--- config.mk ---
export PLATFORM = sky130hd
export DESIGN_NAME = pipe_stage_reg
export DESIGN_NICKNAME = d
export VERILOG_FILES = /design/src/rtl/pipe_stage_reg.sv
export SDC_FILE = /design/constraint.sdc
export NUM_CORES = 1
export LEC_CHECK = 0
export ABC_AREA = 1
export CAP_MARGIN = 20
export CELL_PAD_IN_SITES_DETAIL_PLACEMENT = 1
export CELL_PAD_IN_SITES_GLOBAL_PLACEMENT = 1
export CORE_ASPECT_RATIO = 0.8
export CORE_MARGIN = 1
export CORE_UTILIZATION = 40
export CTS_BUF_LIST = sky130_fd_sc_hd__clkbuf_4
export DETAILED_ROUTE_END_ITERATION = 7
export PLACE_DENSITY = 0.89
export SLEW_MARGIN = 20
export SYNTH_ARGS = -nofsm -noshare
export SYNTH_HDL_FRONTEND = slang
export SYNTH_SLANG_ARGS = --single-unit
--- constraint.sdc ---
create_clock -name Clk -period 12 [get_ports Clk]
set_input_delay 3 -clock Clk [delete_from_list [all_inputs] [get_ports Clk]]
set_output_delay 3 -clock Clk [all_outputs]
set_load 0.01 [all_outputs]
--- src/rtl/pipe_stage_reg.sv ---
// Two-entry skid-buffer pipeline stage with fully registered valid/ready/data outputs.
// Optional stall statistics counter is enabled by defining PIPE_STAGE_STALL_STAT_EN.
module pipe_stage_reg #(
    parameter int unsigned WIDTH = 64
) (
    input  logic             Clk,
    input  logic             Reset,
    input  logic             Flush,
    input  logic             InValid,
    output logic             InReady,
    input  logic [WIDTH-1:0] InData,
    output logic             OutValid,
    input  logic             OutReady,
    output logic [WIDTH-1:0] OutData
`ifdef PIPE_STAGE_STALL_STAT_EN
    ,
    output logic [15:0]      StallCount
`endif
);

    typedef enum logic [1:0] {
        EMPTY = 2'd0,
        ONE   = 2'd1,
        TWO   = 2'd2
    } state_t;

    state_t           state;
    state_t           state_next;
    logic [WIDTH-1:0] main_q;
    logic [WIDTH-1:0] skid_q;
    logic             main_load;
    logic             main_from_skid;
    logic             skid_load;

    // State register
    always_ff @(posedge Clk or posedge Reset) begin
        if (Reset) begin
            state <= EMPTY;
        end else begin
            state <= state_next;
        end
    end

    // Next-state and datapath load decode; Flush squashes without touching contents
    always_comb begin
        state_next     = state;
        main_load      = 1'b0;
        main_from_skid = 1'b0;
        skid_load      = 1'b0;
        if (Flush) begin
            state_next = EMPTY;
        end else begin
            case (state)
                EMPTY: begin
                    if (InValid) begin
                        state_next = ONE;
                        main_load  = 1'b1;
                    end
                end
                ONE: begin
                    if (InValid && OutReady) begin
                        main_load = 1'b1;
                    end else if (InValid) begin
                        state_next = TWO;
                        skid_load  = 1'b1;
                    end else if (OutReady) begin
                        state_next = EMPTY;
                    end
                end
                TWO: begin
                    if (OutReady) begin
                        state_next     = ONE;
                        main_load      = 1'b1;
                        main_from_skid = 1'b1;
                    end
                end
                default: begin
                    state_next = EMPTY;
                end
            endcase
        end
    end

    // Handshake outputs decoded from registered state only
    always_comb begin
        OutValid = (state != EMPTY);
        InReady  = (state != TWO);
    end

    always_ff @(posedge Clk or posedge Reset) begin
        if (Reset) begin
            main_q <= '0;
            skid_q <= '0;
        end else begin
            if (main_load) begin
                main_q <= main_from_skid ? skid_q : InData;
            end
            if (skid_load) begin
                skid_q <= InData;
            end
        end
    end

    assign OutData = main_q;

`ifdef PIPE_STAGE_STALL_STAT_EN
    localparam int unsigned STALL_W = 16;

    logic [STALL_W-1:0] stall_q;

    // Saturating count of cycles where an entry waits on downstream
    always_ff @(posedge Clk or posedge Reset) begin
        if (Reset) begin
            stall_q <= '0;
        end else if ((state != EMPTY) && !OutReady && (stall_q != {STALL_W{1'b1}})) begin
            stall_q <= stall_q + STALL_W'(1);
        end
    end

    assign StallCount = stall_q;
`endif

endmodule
Yosys cells after proc, flatten, opt, wreduce, memory -nomap -nowiden
Index checks and enable logic that the tools add are counted.

Bits in registers: 130. Bits of input ports: 69. Output and inout port bits: 66. Word-level logic and storage cells: 32.

Eq/ne operators: 7. Muxes and demuxes: 18. Reduce and logical (&&, ||, !) cells: 4.

Operator list (number): 64-bit two-way mux (1); 2-bit two-way mux (6); 1-bit two-way mux (9); 3-bit inequality test, second input constant (3); 2-bit one-hot mux with 3 select lines (1); 4-bit inequality test, second input constant (1); 4-bit AND reduction (1); 1-bit one-hot mux with 3 select lines (1); 2-bit by 1-bit equality test with 1-bit output, second input constant (1); 2-bit equality test, second input constant (1); 2-bit logical NOT (1); 2-bit inequality test, second input constant (1); 2-bit nonzero test (1); 1-bit logical AND (1).

Longest topological paths before layout
Gate-level depths: netlist (run 1).

Depth after elaboration: 5. Depth in mapped cells: 8.

Least setup slack after synthesis (run 1)
OpenSTA, ideal clock, no wires.

Kind: input port to flip-flop. Start: input port OutReady. End: register main_q[58] (netlist: OutData[58]). Arrival: 3.733 ns. Slack: 8.202 ns. Stages: 8. Buffers on the path: 2. Cells stage by stage: inv_1 nor2_1 buf_2 buf_2 nand3_1 nand2_1 nand2_1 nand2_1.

Word-level cells in the longest chain between the ends: 4.

RTL lines: from (decl) (RTL line 13) `input logic OutReady,`; 1-bit logical AND / 1-bit two-way mux (equally long branches) (RTL line 61, 71); 1-bit two-way mux, on equally long branches (RTL line 61, 53); 1-bit one-hot mux with 3 select lines / 1-bit two-way mux (equally long branches) (RTL line 53, 50); 1-bit two-way mux / 64-bit two-way mux (equally long branches) (RTL line 50, 96); to (signal assigned) (RTL line 96) `main_q <= main_from_skid ? skid_q : InData;`; to (decl) (RTL line 29) `logic [WIDTH-1:0] main_q;`.

Parallel ways exist; a longest one is shown, timed or not. A chain may end at the register's enable or synchronous reset.

Final worst setup path (run 1)
Start: input port OutReady. End: register main_q[45] (netlist: OutData[45]).

Same word-level chain as after synthesis.

==> impl_summary.log, run 1 <==
INFO  metric status = complete, but fails checks
INFO  metric violations = DRC
INFO  metric timing.final.crit_share = 0.406
INFO  metric syn_area = 5930 sq um
INFO  metric cts-root-buf = sky130_fd_sc_hd__clkbuf_4
INFO  metric timing.hold.ws = 489 ps
INFO  metric gpl.final_weighted_congestion = 0.752
INFO  metric ys_seq_elements = 130
INFO  metric worstRegToRegCells = 9
INFO  metric finalSetupViolCount = 0
INFO  metric clk_pin_slew = 110 ps
INFO  metric timing.critical_path.cells = clkdlybuf4s50_1 -> inv_1 -> o21ai_1 -> inv_1 -> nor2_4 -> buf_4 -> nand2_1 -> nand2_1
INFO  metric synth.yosys.warnings = 0
INFO  metric hold_end = OutData[6]
INFO  metric mappedNetlistNets = 855
INFO  metric totalWireLength = 17.3 mm
INFO  metric number_of_clock_buffers_inserted_by_tritoncts = 17
INFO  metric maxClockFrequency = 0.205 GHz
INFO  metric max_cap_viol_count = 0
INFO  metric synth.avg_cell_area = 7.54 sq um
INFO  metric p_leak = 4.08 nW
INFO  metric start_util = 0.412
INFO  metric holdPathStages = 2
INFO  metric dr_total_vias = 5,496
INFO  metric first_global_vias = 5,815
INFO  metric floorplan.die_area = 15,300 sq um
INFO  metric min_path_type = register to register
INFO  metric power.total = 1.30 mW
INFO  metric cts_tree = done
INFO  metric regToRegSetupSlack = 9240 ps
INFO  metric antenna_violating_nets_post_route = 0
INFO  metric critical-path-max-stage-delay = 840 ps
INFO  metric worst_setup_path_end_kind = register
INFO  metric final_hold_viol_count = 0
INFO  metric insertedDiodeCount = 0
INFO  metric global_route.overflow_total = 0
INFO  metric core = 14,400 sq um
INFO  metric netlist-cell-type-count = 15
INFO  metric vdd_ir_drop_max = 0.0000785 V
INFO  metric port_buffers = 134
INFO  metric layout.cells.most_common = sky130_fd_sc_hd__nand2_1
INFO  metric area_delta_synth_final = 28.7%
INFO  metric critPathMaxFanout = 41
INFO  metric maxSlewHeadroom = 0.280
INFO  metric timing.critical_path.required = 12,480 ps
INFO  metric startpoint_type = input pin
INFO  metric grtUsageTotal = 0.241
INFO  metric worst_slew_pin_slew = 1080 ps
INFO  metric floorplan.die.height = 111 um
INFO  metric cts_buffer_depth = 2
INFO  metric power_dens_cells = 170 nW/um^2
INFO  metric nets = 971
INFO  metric final_max_slew_viol_count = 0
INFO  metric critical_path_at = 5350 ps
INFO  metric most_used_cells_in_the_layout_excluding_fill_and_tap_cells = 524 x sky130_fd_sc_hd__nand2_1, 134 x sky130_fd_sc_hd__clkdlybuf4s50_1, 130 x sky130_fd_sc_hd__dfrtp_1, 65 x sky130_fd_sc_hd__nand3_1, 18 x sky130_fd_sc_hd__clkbuf_4
INFO  metric dr.first_iter.drc_count = 350
INFO  metric syn_inst = 786
INFO  metric fin_crit_period = 4870 ps
INFO  metric grt_antenna_before_repair = 1
INFO  metric worst-path-buf-inv = 4
INFO  metric grt_setup_unrepaired = no
INFO  metric ioPinCount = 135
INFO  metric clkSinkCount = 130
INFO  metric finalClockSkew = 13.9 ps
INFO  metric postCtsSetupBuffers = 0
INFO  metric routed_wire_length_per_instance = 15.7 um
INFO  metric viasPerCell = 5.01
INFO  metric drt_drc_violations_left = 22
INFO  metric setup_tns = 0 ps
INFO  metric rr_startpoint = state[1]
INFO  metric placement_rows = 39
INFO  metric endpoint_of_the_lowest_slack_register_to_register_path = OutData[52]
INFO  metric startpoint_of_the_tightest_hold_check_path = OutData[6]
INFO  metric dp.final_hpwl = 10.9 mm
INFO  metric timing.critical_path.slowest_stage_cell = sky130_fd_sc_hd__nor2_4
INFO  metric die-width = 138 um
INFO  metric cts.hold.buffers_added = 0
INFO  metric setup.worst_path.class = input pin to register
INFO  metric clkLatencyLatePin = 550 ps
INFO  metric layout-drive-gt1-share = 0.0503
INFO  metric synth.yosys.seq_area_share = 0.549
INFO  metric grt_max_degree = 78
INFO  metric cts_resized = 0
INFO  metric drt_first_pass_iters = 7
INFO  metric cp_top_family = buffers and inverters
INFO  metric wire_length_of_the_first_global_routing_pass = 29.1 mm
INFO  metric cts_htree_levels = 4
[sequential cells by signal, summed over array words and instances, names as in the netlist]
register  count
OutData      64
skid_q       64
state         2
[cell usage after synthesis]
library cell | n | area share
sky130_fd_sc_hd__buf_1 | 1 | 0.00063
sky130_fd_sc_hd__buf_2 | 27 | 0.023
sky130_fd_sc_hd__buf_4 | 11 | 0.014
sky130_fd_sc_hd__buf_6 | 5 | 0.0095
sky130_fd_sc_hd__clkbuf_1 | 1 | 0.00063
sky130_fd_sc_hd__dfrtp_1 | 130 | 0.55
sky130_fd_sc_hd__inv_1 | 6 | 0.0038
sky130_fd_sc_hd__inv_2 | 2 | 0.0013
sky130_fd_sc_hd__nand2_1 | 525 | 0.33
sky130_fd_sc_hd__nand3_1 | 65 | 0.055
sky130_fd_sc_hd__nand3_2 | 1 | 0.0017
sky130_fd_sc_hd__nand4_1 | 2 | 0.0021
sky130_fd_sc_hd__nor2_1 | 8 | 0.0051
sky130_fd_sc_hd__nor2_4 | 1 | 0.0019
sky130_fd_sc_hd__o21ai_1 | 1 | 0.00084
[worst min-delay path: cells and delay by family, from the launching register on]
kind	cells	cell delay (ps)
flops	1	360
simple gates	2	100
[area by class of cell]
cell class	instances	area, sq um
fill	1802	6770
inverter	8	35.0
clock buffer	18	135
sequential	130	3250
timing repair buffer	142	1400
tap	184	230
multi-input combinational	603	2380
clock inverter	13	191
[per-layer routing]
| layer | GRT usage | up-vias | wire length [um] |
|---|---|---|---|
| met5 | 0 | - | 0 |
| met4 | 0.0682 | 0 | 153 |
| met3 | 0.0618 | 10 | 1040 |
| met2 | 0.398 | 152 | 8070 |
| met1 | 0.315 | 2699 | 8010 |
| li1 | - | 2635 | - |
[through the flow]
stage	std cells	setup WS (ps)	util	cell area, sq um
after floorplan	786	5530	-	5930
after detailed placement	1067	6570	0.507	7300
after CTS	1098	7100	0.530	7630
final	1098	7130	0.530	7630
after global placement	1067	6680	0.507	7300
after global routing	1098	7020	0.530	7630
[cell families (layout without fill, tap and decap cells)]
logic type | after synthesis | in the layout | synth area share
buf+inv | 53 | 181 | 0.0525
compound gates | 1 | 1 | 0.000843
flops | 130 | 130 | 0.549
simple gates | 602 | 602 | 0.398
[power by group]
part	switching, mW	leakage (nW)	internal [mW]	total (mW)
clock	0.162	0.179	0.184	0.346
sequential	0.0724	1.63	0.558	0.631
combinational	0.160	2.27	0.160	0.320
total	0.394	4.08	0.903	1.30
[how the worst max path moves through the flow]
| stage | startpoint | endpoint | slack, ps | depth (start not counted) |
|---|---|---|---|---|
| 5_1_grt | state[0] | InReady | 7020 | 3 |
| 3_5_place_dp | OutReady | OutData[22] | 6570 | 8 |
| 4_1_cts | state[0] | InReady | 7100 | 3 |
| 6_report | OutReady | OutData[45] | 7130 | 8 |
| 3_3_place_gp | OutReady | OutData[26] | 6680 | 8 |
| 2_1_floorplan | Reset | OutData[0] | 5530 | 1 |
Power figures use the tool's default switching activity.
==> run 2, diff against run 1 <==
--- a/config.mk
+++ b/config.mk
@@ -11,10 +11,10 @@
 export CELL_PAD_IN_SITES_GLOBAL_PLACEMENT = 1
 export CORE_ASPECT_RATIO = 0.8
 export CORE_MARGIN = 1
-export CORE_UTILIZATION = 40
+export CORE_UTILIZATION = 34
 export CTS_BUF_LIST = sky130_fd_sc_hd__clkbuf_4
 export DETAILED_ROUTE_END_ITERATION = 7
-export PLACE_DENSITY = 0.89
+export PLACE_DENSITY = 0.81
 export SLEW_MARGIN = 20
 export SYNTH_ARGS = -nofsm -noshare
 export SYNTH_HDL_FRONTEND = slang
==> constraint.sdc (replaced) <==
create_clock -name Clk -period 3.9 [get_ports Clk]
set_input_delay 0.975 -clock Clk [delete_from_list [all_inputs] [get_ports Clk]]
set_output_delay 0.975 -clock Clk [all_outputs]
set_load 0.01 [all_outputs]
==> impl_summary.log, run 2 (synthesis results as in run 1) <==
INFO  metric p_switching = 1.21 mW (+210%)
INFO  metric setup_tns = 0 ps (unchanged)
INFO  metric wire_length_of_the_first_global_routing_pass = 28.7 mm (-1.7%)
INFO  metric timing.critical_path.slowest_stage_cell = sky130_fd_sc_hd__clkdlybuf4s50_1
INFO  metric vdd_ir_drop_max = 0.000194 V (+150%)
INFO  metric finalSetupViolCount = 0 (unchanged)
INFO  metric cp_top_family = buffers and inverters
INFO  metric most_used_cells_in_the_layout_excluding_fill_and_tap_cells = 524 x sky130_fd_sc_hd__nand2_1, 134 x sky130_fd_sc_hd__clkdlybuf4s50_1, 130 x sky130_fd_sc_hd__dfrtp_1, 65 x sky130_fd_sc_hd__nand3_1, 19 x sky130_fd_sc_hd__clkbuf_4
INFO  metric dr.first_iter.drc_count = 268 (-23%)
INFO  metric startpoint_type = register
INFO  metric grt_setup_unrepaired = no
INFO  metric multi_input_gate_area = 2380 sq um (unchanged)
INFO  metric ioPinCount = 135 (unchanged)
INFO  metric worst_setup_path_end_kind = primary output
INFO  metric cts_buffer_depth = 2 (unchanged)
INFO  metric routed_wire_length_per_instance = 15.2 um (-3.3%)
INFO  metric fin_crit_period = 2770 ps
INFO  metric antenna_violating_nets_post_route = 0 (unchanged)
INFO  metric maxSlewHeadroom = 0.451 (+0.171)
INFO  metric critPathMaxFanout = 7 (-83%)
INFO  metric first_global_vias = 5,523 (-5.0%)
INFO  metric internal_power = 2.60 mW (+190%)
INFO  metric placement_rows = 42 (+7.7%)
INFO  metric cts_tree = done
INFO  metric dp.final_hpwl = 11.0 mm (+0.90%)
INFO  metric worst_slew_pin_slew = 822 ps (-256 ps)
INFO  metric power_frac_seq = 0.509 (+0.023)
INFO  metric start_util = 0.353 (-0.0593)
INFO  metric min_path_type = register to register
INFO  metric floorplan.die_area = 18,000 sq um (+17%)
INFO  metric nFillCells = 2,114 (+17%)
INFO  metric viasPerCell = 4.79 (-4.4%)
INFO  metric global_route.overflow_total = 0 (unchanged)
INFO  metric area.sequential = 3250 sq um (unchanged)
INFO  metric pwr-share-comb = 0.256 (+0.009)
INFO  metric number_of_clock_buffers_inserted_by_tritoncts = 17 (unchanged)
INFO  metric core = 16,800 sq um (+17%)
INFO  metric nets = 977 (+0.62%)
INFO  metric drt_drc_violations_left = 0 (-100%)
INFO  metric area_delta_synth_final = 29.8%
INFO  metric drt_first_pass_iters = 4 (-3)
INFO  metric port_buffers = 134 (unchanged)
INFO  metric cts-root-buf = sky130_fd_sc_hd__clkbuf_4
INFO  metric dr_total_vias = 5,470 (-0.47%)
INFO  metric maxClockFrequency = 0.361 GHz
INFO  metric grt_max_degree = 66 (-15%)
INFO  metric cts.hold.buffers_added = 0 (unchanged)
INFO  metric worst-path-buf-inv = 2 (-2)
INFO  metric status = finished, final reports clean
INFO  metric die-width = 150 um (+8.3%)
INFO  metric netSwitchingFraction = 0.318 (+0.0143)
INFO  metric clock_power_share = 0.235 (-0.032)
INFO  metric final_max_slew_viol_count = 0 (unchanged)
INFO  metric fin_util = 0.458 (-0.0724)
INFO  metric floorplan.die.height = 120 um (+8.3%)
INFO  metric clk_pin_slew = 110 ps (about the same)
INFO  metric setup.worst_path.class = register to primary output
INFO  metric timing.critical_path.cells = nor2_1 -> inv_1 -> clkdlybuf4s50_1
INFO  metric p_leak = 4.08 nW (about the same)
INFO  metric dpl-instance-area = 7430 sq um (+1.7%)
INFO  metric gpl.final_weighted_congestion = 0.784 (+4.2%)
INFO  metric finalClockSkew = 16.4 ps (+2.54 ps)
INFO  metric totalWireLength = 17.4 mm (+0.61%)
INFO  metric critical-path-max-stage-delay = 580 ps (-260 ps)
INFO  metric grt_antenna_before_repair = 1 (unchanged)
INFO  metric fin_area = 7690 sq um (+0.87%)
INFO  metric power_dens_cells = 495 nW/um^2 (+190%)
INFO  metric grtUsageTotal = 0.208 (-0.0329)
INFO  metric layout-drive-gt1-share = 0.0554 (+0.00505)
INFO  metric max_cap_viol_count = 0 (unchanged)
INFO  metric clkSinkCount = 130 (unchanged)
INFO  metric layout.cells.most_common = sky130_fd_sc_hd__nand2_1
INFO  metric critical_path_at = 1790 ps (-3560 ps)
INFO  metric final_hold_viol_count = 0 (unchanged)
INFO  metric timing.final.crit_share = 0.710
INFO  metric cts_resized = 0 (unchanged)
INFO  metric timing.critical_path.required = 2920 ps (-9560 ps)
INFO  metric clkLatencyLatePin = 540 ps (about the same)
INFO  metric postCtsSetupBuffers = 0 (unchanged)
INFO  metric cts_htree_levels = 4 (unchanged)
-- run 2: power by group through the flow --
stage               clock network (mW)  logic, mW  registers (mW)
floorplan                            0      0.431            1.98
global placement                     0      0.953            1.95
detailed placement                   0      0.993            1.96
CTS                              0.930      0.997            1.94
global route                     0.979       1.10            1.98
finish                           0.896      0.976            1.94
-- run 2: layout make-up --
type	instances	area share
Multi-Input combinational cell	603	0.310
Clock buffer	19	0.0185
Antenna cell	2	0.000650
Tap cell	220	0.0358
Timing Repair Buffer	148	0.193
Inverter	8	0.00439
Clock inverter	13	0.0154
Sequential cell	130	0.423
-- run 2: final timing paths --
kind	slack, ps	start	depth (start not counted)	to
setup / recovery	1130	state[0]	3	OutValid
hold / removal	490	OutData[57]	2	OutData[57]
setup reg to reg	1720	state[1]	7	OutData[17]
hold reg to reg	490	OutData[57]	2	OutData[57]
max in group asynchronous	2210	Reset	3	OutData[41]
min in group asynchronous	920	Reset	2	OutData[56]
-- run 2: per-layer routing --
metal | part of all wire | routed length [um] | vias to the layer above | track usage
met5 | 0 | 0 | - | 0
met1 | 0.48 | 8390 | 2676 | 0.290
li1 | - | - | 2643 | -
met2 | 0.46 | 7960 | 138 | 0.323
met4 | 0.0098 | 170 | 0 | 0.0574
met3 | 0.050 | 863 | 13 | 0.0483
-- run 2: stage by stage --
stage	hold slack [ps]	instances	total power, mW	setup slack [ps]
floorplan	449	786	2.41	1320
global placement	462	1109	2.91	1130
detailed placement	464	1109	2.95	1090
CTS	494	1141	3.87	1060
global route	511	1143	4.06	998
finish	486	1143	3.81	1130
-- run 2: tightest hold or removal path, cell delays in order, from the launching register on --
cell and delay (ps):
sky130_fd_sc_hd__dfrtp_1 350, sky130_fd_sc_hd__nand2_1 50, sky130_fd_sc_hd__nand2_1 50
